==> config.mk <==
export PLATFORM = sky130hd
export DESIGN_NAME = ram_buffer_pool_flat
export DESIGN_NICKNAME = d
export VERILOG_FILES = /design/src/rtl/ram_buffer_pool_if.sv /design/src/rtl/ram_buffer_pool.sv /design/src/flat_wrapper.sv
export SDC_FILE = /design/constraint.sdc
export NUM_CORES = 1
export LEC_CHECK = 0
export ABC_AREA = 1
export ABC_CLOCK_PERIOD_IN_PS = 26100
export CAP_MARGIN = 15
export CORE_ASPECT_RATIO = 0.8
export CORE_MARGIN = 2
export CORE_UTILIZATION = 50
export CTS_CLUSTER_SIZE = 8
export DETAILED_ROUTE_END_ITERATION = 10
export HOLD_SLACK_MARGIN = 0.1
export PLACE_DENSITY = 0.73
export SLEW_MARGIN = 20
export SYNTH_ARGS = -nofsm -noshare
export SYNTH_HDL_FRONTEND = slang
export SYNTH_SLANG_ARGS = --single-unit
==> constraint.sdc <==
create_clock -name clk -period 26.1 [get_ports clk]
set_clock_uncertainty 0.1 [all_clocks]
set_input_delay 7.83 -clock clk [delete_from_list [all_inputs] [get_ports clk]]
set_output_delay 7.83 -clock clk [all_outputs]
set_load 0.05 [all_outputs]
==> src/rtl/ram_buffer_pool_if.sv <==
// Signal bundle for ram_buffer_pool: allocation, tag lookup, reference counts,
// the byte stream towards the MXU and the sticky error flags.
interface ram_buffer_pool_if #(
  parameter int ENT_NUM = 4,
  parameter int DATA_W  = 128,
  parameter int ADDR_W  = 8
);
  localparam int NB   = DATA_W / 8;
  localparam int BI_W = (NB > 1) ? $clog2(NB) : 1;
  localparam int EI_W = $clog2(ENT_NUM);

  logic              alloc_vld;
  logic              alloc_rdy;
  logic [ADDR_W-1:0] alloc_addr;
  logic [DATA_W-1:0] alloc_data;
  logic [BI_W-1:0]   alloc_start;
  logic [BI_W-1:0]   alloc_end;

  logic [ADDR_W-1:0] rd_addr;
  logic              rd_hit;
  logic [EI_W-1:0]   rd_hit_idx;

  logic [ENT_NUM-1:0] cnt_inc;
  logic [ENT_NUM-1:0] cnt_dec;

  logic              out_vld;
  logic              out_rdy;
  logic [DATA_W-1:0] out_data;
  logic [NB-1:0]     out_byte_msk;
  logic [EI_W-1:0]   out_ent_idx;
  logic              out_last;

  logic [2:0]        err_flag;

  modport master (
    output alloc_vld, alloc_addr, alloc_data, alloc_start, alloc_end,
    output rd_addr, cnt_inc, cnt_dec, out_rdy,
    input  alloc_rdy, rd_hit, rd_hit_idx,
    input  out_vld, out_data, out_byte_msk, out_ent_idx, out_last, err_flag
  );

  modport slave (
    input  alloc_vld, alloc_addr, alloc_data, alloc_start, alloc_end,
    input  rd_addr, cnt_inc, cnt_dec, out_rdy,
    output alloc_rdy, rd_hit, rd_hit_idx,
    output out_vld, out_data, out_byte_msk, out_ent_idx, out_last, err_flag
  );
endinterface

==> src/rtl/ram_buffer_pool.sv <==
// Pool of RAM-buffer entries streamed byte-by-byte to the MXU in allocation order.
// Define RAM_BUFFER_ERR_EN to build the sticky err_flag logic; otherwise err_flag is 0.
module ram_buffer_pool #(
  parameter int ENT_NUM = 4,
  parameter int DATA_W  = 128,
  parameter int ADDR_W  = 8,
  parameter int CNT_W   = 3
) (
  input logic              clk,
  input logic              rst_n,
  ram_buffer_pool_if.slave bus
);
  localparam int NB   = DATA_W / 8;
  localparam int BI_W = (NB > 1) ? $clog2(NB) : 1;
  localparam int EI_W = $clog2(ENT_NUM);
  localparam int QC_W = $clog2(ENT_NUM + 1);
  localparam logic [CNT_W-1:0] CNT_MAX = '1;

  typedef enum logic {IDLE, STREAM} state_e;

  logic [DATA_W-1:0]  data_q  [ENT_NUM];
  logic [ADDR_W-1:0]  tag_q   [ENT_NUM];
  logic [BI_W-1:0]    start_q [ENT_NUM];
  logic [BI_W-1:0]    end_q   [ENT_NUM];
  logic [CNT_W-1:0]   cnt_q   [ENT_NUM];
  logic [CNT_W-1:0]   cnt_d   [ENT_NUM];
  logic [ENT_NUM-1:0] queued_q;

  logic [EI_W-1:0]    q_mem [ENT_NUM];
  logic [EI_W-1:0]    q_rd_ptr, q_wr_ptr;
  logic [QC_W-1:0]    q_cnt;

  state_e             state_q, state_d;
  logic [EI_W-1:0]    cur_ent_q, cur_ent_d;
  logic [BI_W-1:0]    cur_byte_q, cur_byte_d;
  logic [BI_W-1:0]    beat_q, beat_d;
  logic               pop;

  logic [ENT_NUM-1:0] free;
  logic [EI_W-1:0]    alloc_idx;
  logic               alloc_rdy, alloc_fire;
  logic               hit;
  logic [EI_W-1:0]    hit_idx;
  logic [BI_W-1:0]    cur_start, cur_end;
  logic [7:0]         cur_byte_val;
  logic               stream_vld, stream_last;

  function automatic logic [EI_W-1:0] ptr_inc(input logic [EI_W-1:0] p);
    return (p == EI_W'(ENT_NUM - 1)) ? '0 : p + EI_W'(1);
  endfunction

  // An entry is busy while it holds references, waits in the queue or is on the wire.
  always_comb begin
    for (int i = 0; i < ENT_NUM; i++)
      free[i] = (cnt_q[i] == '0) && !queued_q[i] &&
                !(state_q == STREAM && cur_ent_q == EI_W'(i));
  end

  always_comb begin
    alloc_idx = '0;
    hit       = 1'b0;
    hit_idx   = '0;
    for (int i = ENT_NUM - 1; i >= 0; i--) begin
      if (free[i]) alloc_idx = EI_W'(i);
      if (!free[i] && tag_q[i] == bus.rd_addr) begin
        hit     = 1'b1;
        hit_idx = EI_W'(i);
      end
    end
  end

  assign alloc_rdy      = |free;
  assign alloc_fire     = bus.alloc_vld && alloc_rdy;
  assign bus.alloc_rdy  = alloc_rdy;
  assign bus.rd_hit     = hit;
  assign bus.rd_hit_idx = hit_idx;

  assign cur_start    = start_q[cur_ent_q];
  assign cur_end      = end_q[cur_ent_q];
  assign cur_byte_val = data_q[cur_ent_q][{cur_byte_q, 3'b000} +: 8];
  assign stream_vld   = (state_q == STREAM);
  assign stream_last  = stream_vld && (cur_byte_q == cur_end);

  assign bus.out_vld      = stream_vld;
  assign bus.out_last     = stream_last;
  assign bus.out_ent_idx  = cur_ent_q;
  assign bus.out_byte_msk = stream_vld ? ({{(NB-1){1'b0}}, 1'b1} << beat_q) : '0;
  assign bus.out_data     = stream_vld ?
                            ({{(DATA_W-8){1'b0}}, cur_byte_val} << {beat_q, 3'b000}) : '0;

  // NOTE: every always_comb output gets a default first so no path leaves a latch behind.
  always_comb begin
    state_d    = state_q;
    cur_ent_d  = cur_ent_q;
    cur_byte_d = cur_byte_q;
    beat_d     = beat_q;
    pop        = 1'b0;
    case (state_q)
      IDLE: begin
        if (q_cnt != '0) begin
          pop     = 1'b1;
          state_d = STREAM;
        end
      end
      STREAM: begin
        if (bus.out_rdy) begin
          if (stream_last) begin
            if (q_cnt != '0) pop = 1'b1;
            else             state_d = IDLE;
          end else begin
            beat_d     = beat_q + BI_W'(1);
            cur_byte_d = (cur_end >= cur_start) ? cur_byte_q + BI_W'(1)
                                                : cur_byte_q - BI_W'(1);
          end
        end
      end
      default: state_d = IDLE;
    endcase
    if (pop) begin
      cur_ent_d  = q_mem[q_rd_ptr];
      cur_byte_d = start_q[q_mem[q_rd_ptr]];
      beat_d     = '0;
    end
  end

  // Allocation overrides any same-cycle inc/dec on the entry it claims.
  always_comb begin
    for (int i = 0; i < ENT_NUM; i++) begin
      cnt_d[i] = cnt_q[i];
      if (alloc_fire && alloc_idx == EI_W'(i))
        cnt_d[i] = CNT_W'(1);
      else if (bus.cnt_inc[i] && !bus.cnt_dec[i] && cnt_q[i] != CNT_MAX)
        cnt_d[i] = cnt_q[i] + CNT_W'(1);
      else if (bus.cnt_dec[i] && !bus.cnt_inc[i] && cnt_q[i] != '0)
        cnt_d[i] = cnt_q[i] - CNT_W'(1);
    end
  end

  // NOTE: sequential state uses non-blocking assignments so all registers update together.
  always_ff @(posedge clk) begin
    if (!rst_n) begin
      state_q    <= IDLE;
      cur_ent_q  <= '0;
      cur_byte_q <= '0;
      beat_q     <= '0;
      q_rd_ptr   <= '0;
      q_wr_ptr   <= '0;
      q_cnt      <= '0;
      queued_q   <= '0;
      for (int i = 0; i < ENT_NUM; i++) cnt_q[i] <= '0;
    end else begin
      state_q    <= state_d;
      cur_ent_q  <= cur_ent_d;
      cur_byte_q <= cur_byte_d;
      beat_q     <= beat_d;
      q_cnt      <= q_cnt + QC_W'(alloc_fire) - QC_W'(pop);
      for (int i = 0; i < ENT_NUM; i++) cnt_q[i] <= cnt_d[i];
      if (pop) begin
        q_rd_ptr            <= ptr_inc(q_rd_ptr);
        queued_q[cur_ent_d] <= 1'b0;
      end
      if (alloc_fire) begin
        q_wr_ptr            <= ptr_inc(q_wr_ptr);
        queued_q[alloc_idx] <= 1'b1;
      end
    end
  end

  // NOTE: line storage and the order ring are never read before being written, so they carry no reset.
  always_ff @(posedge clk) begin
    if (alloc_fire) begin
      data_q[alloc_idx]  <= bus.alloc_data;
      tag_q[alloc_idx]   <= bus.alloc_addr;
      start_q[alloc_idx] <= bus.alloc_start;
      end_q[alloc_idx]   <= bus.alloc_end;
      q_mem[q_wr_ptr]    <= alloc_idx;
    end
  end

`ifdef RAM_BUFFER_ERR_EN
  logic [2:0] err_q;
  logic       inc_ovf, dec_unf;

  always_comb begin
    inc_ovf = 1'b0;
    dec_unf = 1'b0;
    for (int i = 0; i < ENT_NUM; i++) begin
      if (!(alloc_fire && alloc_idx == EI_W'(i)) && (bus.cnt_inc[i] != bus.cnt_dec[i])) begin
        if (bus.cnt_inc[i] && cnt_q[i] == CNT_MAX) inc_ovf = 1'b1;
        if (bus.cnt_dec[i] && cnt_q[i] == '0)      dec_unf = 1'b1;
      end
    end
  end

  always_ff @(posedge clk) begin
    if (!rst_n) err_q <= '0;
    else        err_q <= err_q | {bus.alloc_vld && !alloc_rdy, inc_ovf, dec_unf};
  end

  assign bus.err_flag = err_q;
`else
  assign bus.err_flag = 3'b000;
`endif

endmodule

==> src/flat_wrapper.sv <==
// flat-port wrapper written by rule: the top's interface ports become plain ports
module ram_buffer_pool_flat 
#(
  parameter int ENT_NUM = 4,
  parameter int DATA_W  = 128,
  parameter int ADDR_W  = 8,
  parameter int CNT_W   = 3
)
  (clk, rst_n, bus_alloc_vld, bus_alloc_addr, bus_alloc_data, bus_alloc_start, bus_alloc_end, bus_rd_addr, bus_cnt_inc, bus_cnt_dec, bus_out_rdy, bus_alloc_rdy, bus_rd_hit, bus_rd_hit_idx, bus_out_vld, bus_out_data, bus_out_byte_msk, bus_out_ent_idx, bus_out_last, bus_err_flag);
  ram_buffer_pool_if #(.ENT_NUM(ENT_NUM), .DATA_W(DATA_W), .ADDR_W(ADDR_W)) bus_i ();
  input logic clk;
  input logic rst_n;
  input wire logic [$bits(bus_i.alloc_vld)-1:0] bus_alloc_vld;
  input wire logic [$bits(bus_i.alloc_addr)-1:0] bus_alloc_addr;
  input wire logic [$bits(bus_i.alloc_data)-1:0] bus_alloc_data;
  input wire logic [$bits(bus_i.alloc_start)-1:0] bus_alloc_start;
  input wire logic [$bits(bus_i.alloc_end)-1:0] bus_alloc_end;
  input wire logic [$bits(bus_i.rd_addr)-1:0] bus_rd_addr;
  input wire logic [$bits(bus_i.cnt_inc)-1:0] bus_cnt_inc;
  input wire logic [$bits(bus_i.cnt_dec)-1:0] bus_cnt_dec;
  input wire logic [$bits(bus_i.out_rdy)-1:0] bus_out_rdy;
  output wire logic [$bits(bus_i.alloc_rdy)-1:0] bus_alloc_rdy;
  output wire logic [$bits(bus_i.rd_hit)-1:0] bus_rd_hit;
  output wire logic [$bits(bus_i.rd_hit_idx)-1:0] bus_rd_hit_idx;
  output wire logic [$bits(bus_i.out_vld)-1:0] bus_out_vld;
  output wire logic [$bits(bus_i.out_data)-1:0] bus_out_data;
  output wire logic [$bits(bus_i.out_byte_msk)-1:0] bus_out_byte_msk;
  output wire logic [$bits(bus_i.out_ent_idx)-1:0] bus_out_ent_idx;
  output wire logic [$bits(bus_i.out_last)-1:0] bus_out_last;
  output wire logic [$bits(bus_i.err_flag)-1:0] bus_err_flag;
  assign bus_i.alloc_vld = bus_alloc_vld;
  assign bus_i.alloc_addr = bus_alloc_addr;
  assign bus_i.alloc_data = bus_alloc_data;
  assign bus_i.alloc_start = bus_alloc_start;
  assign bus_i.alloc_end = bus_alloc_end;
  assign bus_i.rd_addr = bus_rd_addr;
  assign bus_i.cnt_inc = bus_cnt_inc;
  assign bus_i.cnt_dec = bus_cnt_dec;
  assign bus_i.out_rdy = bus_out_rdy;
  assign bus_alloc_rdy = bus_i.alloc_rdy;
  assign bus_rd_hit = bus_i.rd_hit;
  assign bus_rd_hit_idx = bus_i.rd_hit_idx;
  assign bus_out_vld = bus_i.out_vld;
  assign bus_out_data = bus_i.out_data;
  assign bus_out_byte_msk = bus_i.out_byte_msk;
  assign bus_out_ent_idx = bus_i.out_ent_idx;
  assign bus_out_last = bus_i.out_last;
  assign bus_err_flag = bus_i.err_flag;
  ram_buffer_pool #(.ENT_NUM(ENT_NUM), .DATA_W(DATA_W), .ADDR_W(ADDR_W), .CNT_W(CNT_W)) u_core (.clk(clk), .rst_n(rst_n), .bus(bus_i));
endmodule
## Yosys cells after proc, flatten, opt, wreduce, memory -nomap -nowiden

Memories as Yosys holds them, arrays and structs flattened. A register that Yosys moved wholly into a read port is not among the register bits.
Index checks and enable logic that the tools add are counted.

| cells by class | value |
|---|---|
| equal/unequal tests | 18 |
| bitwise gates (word level) | 10 |
| shift-type cells | 3 |
| $add $sub $neg | 15 |
| muxes and demuxes | 61 |
| magnitude comparators | 5 |
| reductions and logical operators | 77 |

Operator list:

| operator | number |
|---|---|
| 128-bit two-way mux | 1 |
| 128-bit by 8-bit variable part select with 8-bit output | 1 |
| 8-bit by 7-bit left shift with 128-bit output | 1 |
| 3-bit two-way mux | 16 |
| 1-bit logical AND | 40 |
| 8-bit == test | 4 |
| 2-bit two-way mux | 16 |
| 4-bit two-way mux | 8 |
| 1-bit zero test | 20 |
| 16-bit two-way mux | 1 |
| 1-bit by 4-bit left shift with 16-bit output, first input constant | 1 |
| 1-bit two-way mux | 15 |
| 3-bit nonzero test | 5 |
| 3-bit by 1-bit adder with 3-bit output, second input constant | 4 |
| 2-bit == test, second input constant | 6 |
| 3-bit zero test | 4 |
| 3-bit != test, second input constant | 4 |
| 3-bit by 1-bit subtractor with 3-bit output, second input constant | 4 |
| 4-bit by 1-bit adder with 4-bit output, second input constant | 2 |
| 2-bit by 3-bit < comparator with 1-bit output, second input constant | 2 |
| 3-bit AND reduction | 2 |
| 2-bit by 1-bit adder with 2-bit output, second input constant | 2 |
| 4-bit bitwise AND | 1 |
| 1-bit demux with 2-bit select | 2 |
| 17 further kinds | 27 |

| word-level totals | value |
|---|---|
| bits in writable memories | 596 |
| memories kept | 6 |
| bits of input ports | 164 |
| register bits after elaboration | 22 |

Memory list:

| name | depth | bits a word | read ports | clocked after memory_dff | wr ports | RTL line | text |
|---|---|---|---|---|---|---|---|
| u_core.data_q | 4 | 128 | 1 | 1 | 1 | ram_buffer_pool.sv:21 | `logic [DATA_W-1:0] data_q [ENT_NUM];` |
| u_core.tag_q | 4 | 8 | 4 | 0 | 1 | ram_buffer_pool.sv:22 | `logic [ADDR_W-1:0] tag_q [ENT_NUM];` |
| u_core.end_q | 4 | 4 | 1 | 1 | 1 | ram_buffer_pool.sv:24 | `logic [BI_W-1:0] end_q [ENT_NUM];` |
| u_core.start_q | 4 | 4 | 2 | 1 | 1 | ram_buffer_pool.sv:23 | `logic [BI_W-1:0] start_q [ENT_NUM];` |
| u_core.cnt_q | 4 | 3 | 4 | 0 | 4 | ram_buffer_pool.sv:25 | `logic [CNT_W-1:0] cnt_q [ENT_NUM];` |
| u_core.q_mem | 4 | 2 | 1 | 1 | 1 | ram_buffer_pool.sv:29 | `logic [EI_W-1:0] q_mem [ENT_NUM];` |

## Logic depth before layout (Yosys ltp)

| depth | value |
|---|---|
| word-level depth | 16 |
| mapped depth | 25 |

## Least setup slack after synthesis

No wires, ideal clock.

| path | value |
|---|---|
| path type | input to output |
| start | input bus_rd_addr[3] |
| end | output bus_rd_hit_idx[1] |
| slack | 8.572 ns |
| cell stages on the path | 6 |
| arrival | 9.598 ns |
| path through | clkbuf_1 > xnor2_1 > nand3_1 > nor3_1 > a31oi_1 > nor3_1 |

| on the way | value |
|---|---|
| word-level cells in the longest chain between the ends | 6 |
| elaborated cells between the ends (all ways) | 12 |

RTL lines:

| item | RTL line | text |
|---|---|---|
| from (decl) | flat_wrapper.sv:18 | `input wire logic [$bits(bus_i.rd_addr)-1:0] bus_rd_addr;` |
| 8-bit == test | ram_buffer_pool.sv:65 | `if (!free[i] && tag_q[i] == bus.rd_addr) begin` |
| 1-bit logical AND | ram_buffer_pool.sv:65 |  |
| 2-bit two-way mux (3 in a row) | ram_buffer_pool.sv:65 |  |
| 2-bit two-way mux * | ram_buffer_pool.sv:65 |  |
| to (decl) | flat_wrapper.sv:24 | `output wire logic [$bits(bus_i.rd_hit_idx)-1:0] bus_rd_hit_idx;` |

Every way passes the cells marked *; elsewhere a longest branch is shown, timed or not.

## Worst setup path in the final report

| path | value |
|---|---|
| start | input bus_rd_addr[0] |
| end | output bus_rd_hit_idx[0] |

Same word-level chain as after synthesis.

==> reports/results.ini <==
[critical_path]
endpoint_kind=output port
critPathLaunchType=primary input
path_class=in2out
required_ns=18.17
arrival_ns=10.32
path_max_fanout=4

[floorplanning]
fp.coreArea_mm2=0.0513
dieWidth_um=259
start_util_pct=50.8
die_h_um=208
dieArea_mm2=0.0540
fp-row-count=74
io-pin-count=319

[detailed_routing]
routedWlPerCell_um=21.9
via_per_inst=5.71
drc_errors=0
routed_wl_mm=71.5
vias=18627
firstDrtPassIters=6
drtIter0Drc=2170
detail-route-antenna-nets=0

[cts]
insertion_delay_ns=0.62
clk_pin_slew_worst_paths_ns=0.05
cts_tree=built
cts_buffer_depth=3
post_cts_resized=0
root_buffer=clkbuf_16
cts_made_buffers=87
cts_max_level=3
holdBufCountCts=0
post-cts-setup-buffers=0
cts_sinks=620

[placement]
io_buffer_count=315
dpl.hpwl_mm=43.3
pre_cts_slack_ns=7.89
place_congestion=0.829

[sta]
slew_headroom_pct=26.2
timing.final.max_slew_violations=0
setup_viol=0
tns_ns=0
min_period_ns=18.25
rsz0062_at_grt=false
max_freq_mhz=54.8
fin_ws_ns=7.85
worst_slew_pin_slew_ns=1.11
hold_viol_final=0
fin_crit_sh_pct=69.9

[global_routing]
grt_pass1_wl_mm=107
antenna_found_initial=8
grt_pass1_vias=17823
globalRoute.totalOverflow=0
grt_max_degree=94
grt_usage_pct=26.1

[final_layout]
final_net_count=2729
layout-drive-gt1-share_pct=6.03
syn2layout_area_growth_pct=23.1
fin_util_pct=62.5

[logic_synthesis]
ys_ff_latch=620
yosysWarnings=0
ys_types=48
syn_inst=2236
syn-cell-area_mm2=0.0260
syn_avg_cell_area_um2=11.6
seq_area_frac_synth_pct=70.1

[pwr]
power_mw=3.75
power_density_mw_per_mm2=117
max-vdd-ir-drop_mv=0.0742
p_leak_nw=11.3

[job]
drv_cap=0

[min_path]
hp-class=reg2reg

[status]
status=finished clean

placed cells by master (no fill, tap or decap), types with 13 or more instances in the layout:
cell type / instances
nand2_2: 13
buf_4: 18
nand3_1: 181
inv_1: 156
a22oi_1: 34
dfxtp_1: 35
nand2_1: 391
clkbuf_1: 25
nor2_1: 286
edfxtp_1: 584
clkbuf_16: 87
a21oi_1: 146
ha_1: 18
xnor2_1: 20
clkdlybuf4s50_1: 315
xor2_1: 14
o21ai_0: 20
nand4_1: 145
cells in the mapped netlist (all sizes together):
cell,n,area share (%)
a31o,1,0.034
xnor2,20,0.67
o211ai,1,0.029
a31oi,1,0.024
conb,1,0.014
o2111ai,1,0.034
nor3,13,0.31
inv,166,2.4
xor2,14,0.47
a211oi,2,0.096
o21bai,1,0.072
clkinv,6,0.086
o21ai,26,0.51
dfxtp,36,2.8
ha,18,0.86
o31ai,1,0.029
nand4,145,3.5
o22ai,2,0.048
nand2,407,6.0
clkbuf,47,0.68
nand3b,1,0.029
nand3,182,3.5
or2,4,0.096
edfxtp,584,67
nor4,3,0.072
a22oi,34,0.98
a21oi,146,2.8
a32oi,1,0.034
a221oi,3,0.10
fa,6,0.46
o21a,1,0.029
nor2,290,4.3
buf,72,1.6
cell families after synthesis:
logic type      synth area share [%]
compound gates                  4.83
fa+ha+maj                       1.33
xor+xnor                        1.14
buf+inv                         4.81
other cells                   0.0144
simple gates                    17.8
flops                           70.1
worst paths after layout:
path,from,endpoint,slack [ns],depth (start not counted)
worst max-delay path,bus_rd_addr[0],bus_rd_hit_idx[0],7.85,10
worst min-delay path,u_core.queued_q[1],u_core.queued_q[1],0.37,2
worst max register to register,u_core.bus.out_ent_idx[0],u_core.data_q[2][6],21.04,11
worst min register to register,u_core.queued_q[1],u_core.queued_q[1],0.37,2
worst max-delay path: stages:
cell and delay (ns):
clkdlybuf4s50_1 0.57, inv_1 0.10, nand2_1 0.07, inv_1 0.04, nor4_1 0.27, nand3b_1 0.14
nor3_1 0.30, a21oi_1 0.08, nor2_1 0.11, clkdlybuf4s50_1 0.81
report_power, final:
| group | leakage (nW) | internal, mW | switching, mW | total (mW) |
|---|---|---|---|---|
| registers | 5.65 | 1.47 | 0.101 | 1.58 |
| clock network | 1.16 | 0.604 | 0.400 | 1.00 |
| logic | 4.52 | 0.297 | 0.875 | 1.17 |
through the flow:
stage / cells / area [µm²] / hold WS, ns
finish: 3262 / 32100 / 0.366
global route: 3257 / 32100 / 0.409
CTS: 3256 / 32100 / 0.368
detailed placement: 3136 / 29600 / 0.358
global placement: 3136 / 29600 / 0.353
floorplan: 2238 / 26100 / 0.341
sequential cells by signal (all words and copies together), names as in the netlist, named ones only:
| name | cells |
|---|---|
| u_core.bus.out_ent_idx | 2 |
| u_core.data_q | 512 |
| u_core.q_cnt | 3 |
| u_core.beat_q | 4 |
| u_core.q_mem | 8 |
| u_core.tag_q | 32 |
| u_core.bus.out_vld | 1 |
| u_core.cnt_q | 12 |
| u_core.queued_q | 4 |
| u_core.q_rd_ptr | 2 |
| u_core.cur_byte_q | 4 |
| u_core.end_q | 16 |
| u_core.q_wr_ptr | 2 |
| u_core.start_q | 16 |
metal layers:
metal	GRT usage (%)	routed length, µm
met5	0	44
met4	6.96	1370
met3	5.14	5950
met2	40.5	33900
met1	37.9	30300
final cells by class:
type / count / area, µm²
fillers: 3853 / 19200
flip-flops and latches: 620 / 18300
multi-input cells: 1327 / 6570
repair buffers: 333 / 3290
clock buffers: 112 / 2270
well taps: 684 / 856
inverters: 172 / 666
clock inverters: 8 / 140
diodes: 6 / 15.0
No activity file was read; power rests on OpenSTA's default activity.
